[src/rtl/multiplicador_7bit.sv]
// Sequential unsigned shift-and-add multiplier: one multiplier bit per clock, 2N-bit registered product.
// Optional macro MULTIPLICADOR_SUMANDO_EN adds a sumando port so producto = A*B + sumando.
module multiplicador_7bit #(
    parameter int N = 7
) (
    input  logic             clk,
    input  logic             rst_n,
    input  logic             start,
    input  logic [N-1:0]     multiplicando,
    input  logic [N-1:0]     multiplicador,
`ifdef MULTIPLICADOR_SUMANDO_EN
    input  logic [N-1:0]     sumando,
`endif
    output logic [2*N-1:0]   producto,
    output logic             done,
    output logic             busy
);

    localparam int CW = $clog2(N + 1);

    typedef enum logic [1:0] {
        S_IDLE = 2'd0,
        S_CALC = 2'd1,
        S_DONE = 2'd2
    } state_t;

    state_t           state_q,    state_d;
    logic [N-1:0]     mcand_q,    mcand_d;
    logic [N:0]       acc_hi_q,   acc_hi_d;
    logic [N-1:0]     mq_q,       mq_d;
    logic [CW-1:0]    cnt_q,      cnt_d;
    logic [2*N-1:0]   producto_q, producto_d;
    logic             done_q,     done_d;
    logic             busy_q,     busy_d;

    logic [N:0]       acc_init;
    logic [N:0]       sum;
    logic [2*N:0]     shift_w;
    logic [N:0]       acc_hi_next;
    logic [N-1:0]     mq_next;

`ifdef MULTIPLICADOR_SUMANDO_EN
    assign acc_init = {1'b0, sumando};
`else
    assign acc_init = '0;
`endif

    // One shift-and-add step: the carry of sum lands in the MSB of the shifted acc_hi.
    always_comb begin
        sum         = acc_hi_q + (mq_q[0] ? {1'b0, mcand_q} : '0);
        shift_w     = {1'b0, sum, mq_q[N-1:1]};
        acc_hi_next = shift_w[2*N:N];
        mq_next     = shift_w[N-1:0];
    end

    always_comb begin
        state_d    = state_q;
        mcand_d    = mcand_q;
        acc_hi_d   = acc_hi_q;
        mq_d       = mq_q;
        cnt_d      = cnt_q;
        producto_d = producto_q;

        case (state_q)
            S_IDLE: begin
                if (start) begin
                    mcand_d  = multiplicando;
                    mq_d     = multiplicador;
                    acc_hi_d = acc_init;
                    cnt_d    = CW'(N);
                    state_d  = S_CALC;
                end
            end
            S_CALC: begin
                acc_hi_d = acc_hi_next;
                mq_d     = mq_next;
                cnt_d    = cnt_q - CW'(1);
                if (cnt_q == CW'(1)) begin
                    producto_d = {acc_hi_next[N-1:0], mq_next};
                    state_d    = S_DONE;
                end
            end
            S_DONE: begin
                state_d = S_IDLE;
            end
            default: begin
                state_d = S_IDLE;
            end
        endcase

        // Outputs are registered, so they are derived from the state being entered.
        busy_d = (state_d == S_CALC);
        done_d = (state_d == S_DONE);
    end

    always_ff @(posedge clk or negedge rst_n) begin
        if (!rst_n) begin
            state_q    <= S_IDLE;
            mcand_q    <= '0;
            acc_hi_q   <= '0;
            mq_q       <= '0;
            cnt_q      <= '0;
            producto_q <= '0;
            done_q     <= 1'b0;
            busy_q     <= 1'b0;
        end else begin
            state_q    <= state_d;
            mcand_q    <= mcand_d;
            acc_hi_q   <= acc_hi_d;
            mq_q       <= mq_d;
            cnt_q      <= cnt_d;
            producto_q <= producto_d;
            done_q     <= done_d;
            busy_q     <= busy_d;
        end
    end

    assign producto = producto_q;
    assign done     = done_q;
    assign busy     = busy_q;

endmodule

[config.mk]
export PLATFORM = sky130hd
export DESIGN_NAME = multiplicador_7bit
export DESIGN_NICKNAME = d
export VERILOG_FILES = /design/src/rtl/multiplicador_7bit.sv
export SDC_FILE = /design/constraint.sdc
export NUM_CORES = 1
export LEC_CHECK = 0
export ABC_CLOCK_PERIOD_IN_PS = 6200
export CAP_MARGIN = 20
export CELL_PAD_IN_SITES_DETAIL_PLACEMENT = 0
export CELL_PAD_IN_SITES_GLOBAL_PLACEMENT = 1
export CORE_MARGIN = 3
export CORE_UTILIZATION = 40
export CTS_CLUSTER_SIZE = 12
export DETAILED_ROUTE_END_ITERATION = 6
export PLACE_DENSITY = 0.87
export SLEW_MARGIN = 40
export SYNTH_ARGS = -nofsm -noshare
export SYNTH_HDL_FRONTEND = slang
export SYNTH_SLANG_ARGS = --single-unit
[constraint.sdc]
create_clock -name clk -period 6.2 [get_ports clk]
set_clock_uncertainty 0.05 [all_clocks]
set_input_delay 0.93 -clock clk [delete_from_list [all_inputs] [get_ports clk]]
set_output_delay 0.93 -clock clk [all_outputs]
set_load 0.01 [all_outputs]
# Word-level counts from Yosys, hierarchy flattened
# Index checks and enable logic that the tools add are counted.
[op_classes]
add_sub_neg = 2
n_eq_ne = 5
muxes = 10
n_reduce_logical = 5
[op_table]
columns = ["op", "count"]
rows = [
  ["case mux 8 bit (2 select lines)", 1],
  ["2-to-1 mux 7 bit", 2],
  ["case mux 7 bit (2 select lines)", 1],
  ["adder 8 x 7 -> 8 bit", 1],
  ["2-to-1 mux 8 bit", 1],
  ["case mux 3 bit (2 select lines)", 1],
  ["AND reduction 2 bit", 3],
  ["equality test 2 x 1 -> 1 bit, second input constant", 2],
  ["2-to-1 mux 2 bit", 2],
  ["case mux 2 bit (2 select lines)", 1],
  ["equality test 3 x 1 -> 1 bit, second input constant", 1],
  ["2-to-1 mux 3 bit", 1],
  ["subtractor 3 x 1 -> 3 bit, second input constant", 1],
  ["equality test 2 bit, second input constant", 1],
  ["logical NOT 2 bit", 1],
  ["!= test 2 bit, second input constant", 1],
  ["nonzero test 2 bit", 1],
]
[totals]
ff_bits = 43
inputBits = 17
out_inout_bits = 16
wordCells = 30

# Longest topological paths before layout
[logic_depth]
ltp_word = 4
depth_mapped = 9
ltp_nobuf = 9

# Least setup slack after synthesis
# Ideal clock, no wire load.
[synth_path]
path_type = "reg2reg"
from = "register mq_q[0]"
to = "register acc_hi_q[5]"
setup_ns = 0.122
arrival_time_ns = 2.044
required_ns = 6.028
setup_slack_ns = 3.985
stages_incl_launch_ff = 10
path_buffers = 0
period_less_slack_ns = 2.215
cell_sequence = "dfrtp_1 -> and2_1 -> ha_1 -> inv_1 -> fa_1 -> nor2b_4 -> o31a_1 -> o21a_1 -> or3_1 -> a32o_1"
[synth_between]
elab_chain_len = 3
[synth_rtl]
columns = ["item", "line", "text"]
rows = [
  ["from (decl)", "30", "logic [N-1:0] mq_q, mq_d;"],
  ["from (signal assigned)", "110", "mq_q <= mq_d;"],
  ["2-to-1 mux 7 bit", "50", "sum = acc_hi_q + (mq_q[0] ? {1'b0, mcand_q} : '0);"],
  ["adder 8 x 7 -> 8 bit", "50", ""],
  ["case mux 8 bit (2 select lines)", "64", "case (state_q)"],
  ["to (signal assigned)", "109", "acc_hi_q <= acc_hi_d;"],
  ["to (decl)", "29", "logic [N:0] acc_hi_q, acc_hi_d;"],
]
# Every way passes these cells.
# A chain may end at the register's enable or synchronous reset.

# Worst setup path in the final report
# Ends and elaborated chain as after synthesis.

==> flow_summary.json <==
{
  "cts_resized": 0,
  "drt_iter0_markers": 81,
  "clockBufferDepth": 2,
  "synth_area_leaders": "dfrtp_1 54%, nand2_1 13%, ha_1 5.8%",
  "routed_via_density": 5.10,
  "layout_min_cycle_time_ps": 2410,
  "netlist.area_leader.share_pct": 54.2,
  "stdcell_count": 294,
  "arrival_ps": 2550,
  "yosys_warnings": 0,
  "grtUsageTotal_pct": 15.6,
  "fin_crit_sh_pct": 38.8,
  "routedWlPerCell_um": 12.9,
  "gp_congestion": 0.790,
  "wl_mm": 3.79,
  "die_x_um": 75.6,
  "via_count": 1498,
  "htreeDepth": 2,
  "critPathCaptureType": "flop",
  "drv_cap": 0,
  "clock_sinks": 42,
  "drt_first_pass_iters": 4,
  "clock-root-buffer": "clkbuf_8",
  "drv_slew": 0,
  "worstMarginPinSlew_ps": 738,
  "multi_input_area_um2": 825,
  "final_nets": 268,
  "setup_viol": 0,
  "dieArea_mm2": 0.00572,
  "fin_setup_tns_ps": 0,
  "post-dp-hpwl_mm": 2.59,
  "place_inst": 286,
  "ys_seq_area_share_pct": 54.2,
  "hold_path.class": "flop to flop",
  "grt_max_degree": 43,
  "port_buffers": 32,
  "drc": 0,
  "synth_cells": 212,
  "status": "completed",
  "rows": 24,
  "cts_setup_buffers": 0,
  "fillers": 425,
  "layout-drive-gt1-share_pct": 4.96,
  "timing.fmax_ghz": 0.415,
  "reg2regPathDepth": 9,
  "start_util_pct": 43.1,
  "ant_nets": 0,
  "syn_area_per_cell_um2": 9.15,
  "peakVddDrop_mv": 0.242,
  "critPathKind": "flop to flop",
  "synthesis.nets": 239,
  "seqCellArea_mm2": 0.00105,
  "cts_buffers": 5,
  "antenna_found_initial": 0,
  "grt_pass1_wl_mm": 6.56,
  "num_antenna_cells": 0,
  "power_density_mw_per_mm2": 526,
  "critPathLaunchType": "flop",
  "tritoncts": "built",
  "place_area_mm2": 0.00228,
  "syn_area_mm2": 0.00194,
  "maxSlewHeadroom_pct": 50.7,
  "cp_max_fo": 8,
  "die_h_um": 75.6,
  "path_clk_slew_ps": 80,
  "grt_remaining_overflow": 0,
  "yosysUniqueCellTypes": 29,
  "final_cell_area_mm2": 0.00240,
  "rrSetupSlack_ps": 3790,
  "core_region_area_mm2": 0.00450,
  "finalWorstSetupSlack_ps": 3790,
  "dpl_worst_slack_ps": 3750,
  "finalHoldViolCount": 0,
  "synth_seq_cells": 42,
  "crit_required_ps": 6340,
  "yosys.area.top_type": "dfrtp_1",
  "grt_pass1_vias": 1423,
  "clock_latency_ps": 300,
  "area_growth_pct": 23.7,
  "rsz0062_at_grt": "no",
  "leakage_uw": 0.00113,
  "holdBufCountCts": 0,
  "worstHoldPathCells": 2,
  "ios": 33
}
==> state kept, by name, summed over array words and instances (netlist names) <==
signal	flops
mq_q	7
acc_hi_q	7
producto	14
done	1
state_q	2
busy	1
mcand_q	7
cnt_q	3
==> Yosys cell counts <==
cell type,number
or3_1,1
o22ai_1,1
nor2b_1,2
clkbuf_1,8
and3_1,1
o21bai_1,1
inv_1,6
a211oi_1,1
ha_1,9
nand2b_1,1
nor2b_4,1
o21ai_0,18
xor2_1,3
nand3_1,5
a21o_1,1
nand2_1,69
nor2_1,10
and2_1,8
dfrtp_1,42
o21a_1,3
a31o_2,1
clkinv_1,1
a31oi_1,6
o31a_1,1
a21oi_1,6
fa_1,1
a32o_1,1
nor3_1,2
buf_2,2
==> critical path, cell delays in order (launching register included) <==
cell and delay [ps]:
dfrtp_1 460, and2_1 190, ha_1 210, inv_1 70, fa_1 250, nor2b_4 60, o31a_1 250, o21a_1 180
or3_1 330, a32o_1 250
==> power by group <==
group | leakage, µW | internal (µW) | total, µW | switching, µW
Clock | 0.0000504 | 120 | 220 | 99.8
Combinational | 0.000571 | 262 | 564 | 303
Sequential | 0.000512 | 402 | 477 | 74.9
Total | 0.00113 | 784 | 1260 | 477
==> logic make-up after synthesis <==
logic type      share of synthesized area [%]
simple gates                             22.0
buf+inv                                  3.42
xor+xnor                                 1.36
compound gates                           12.2
flops                                    54.2
fa+ha+maj                                6.84
==> worst paths after layout <==
kind                        startpoint     endpoint
setup / recovery               mq_q[0]  acc_hi_q[5]
min in group asynchronous        rst_n         done
setup reg to reg               mq_q[0]  acc_hi_q[5]
max in group asynchronous        rst_n  acc_hi_q[3]
hold reg to reg            producto[3]  producto[3]
hold / removal             producto[3]  producto[3]
==> final cells by class <==
| class | instances | area share [%] |
|---|---|---|
| Inverter | 7 | 1.10 |
| Sequential cell | 42 | 43.8 |
| Clock buffer | 5 | 2.87 |
| Timing Repair Buffer | 32 | 13.2 |
| Clock inverter | 3 | 1.88 |
| Tap cell | 52 | 2.71 |
| Multi-Input combinational cell | 153 | 34.4 |
==> per-stage QoR <==
step	hold slack, ps	power [µW]	utilization [%]
floorplan	387	858	-
global placement	402	1040	50.6
detailed placement	409	1050	50.7
CTS	429	1270	53.3
global route	442	1380	53.3
finish	425	1260	53.3
==> layout by cell type (no fill, tap or decap), types with 2 or more instances in the layout <==
cell,synthesis,final
nand2_1,69,69
dfrtp_1,42,42
clkdlybuf4s50_1,0,31
o21ai_0,18,18
nor2_1,10,10
ha_1,9,9
and2_1,8,8
inv_1,6,6
a31oi_1,6,6
a21oi_1,6,6
nand3_1,5,5
clkbuf_8,0,5
o21a_1,3,3
xor2_1,3,3
nor2b_1,2,2
nor3_1,2,2
clkinvlp_4,0,2
==> routing by layer <==
layer	GRT usage (%)	vias to the layer above	routed length (µm)
met3	3.17	7	101
met4	7.57	0	77
li1	-	755	-
met1	20.8	707	1940
met2	24.4	29	1670
met5	0	-	0
No activity file was read; power rests on OpenSTA's default activity.
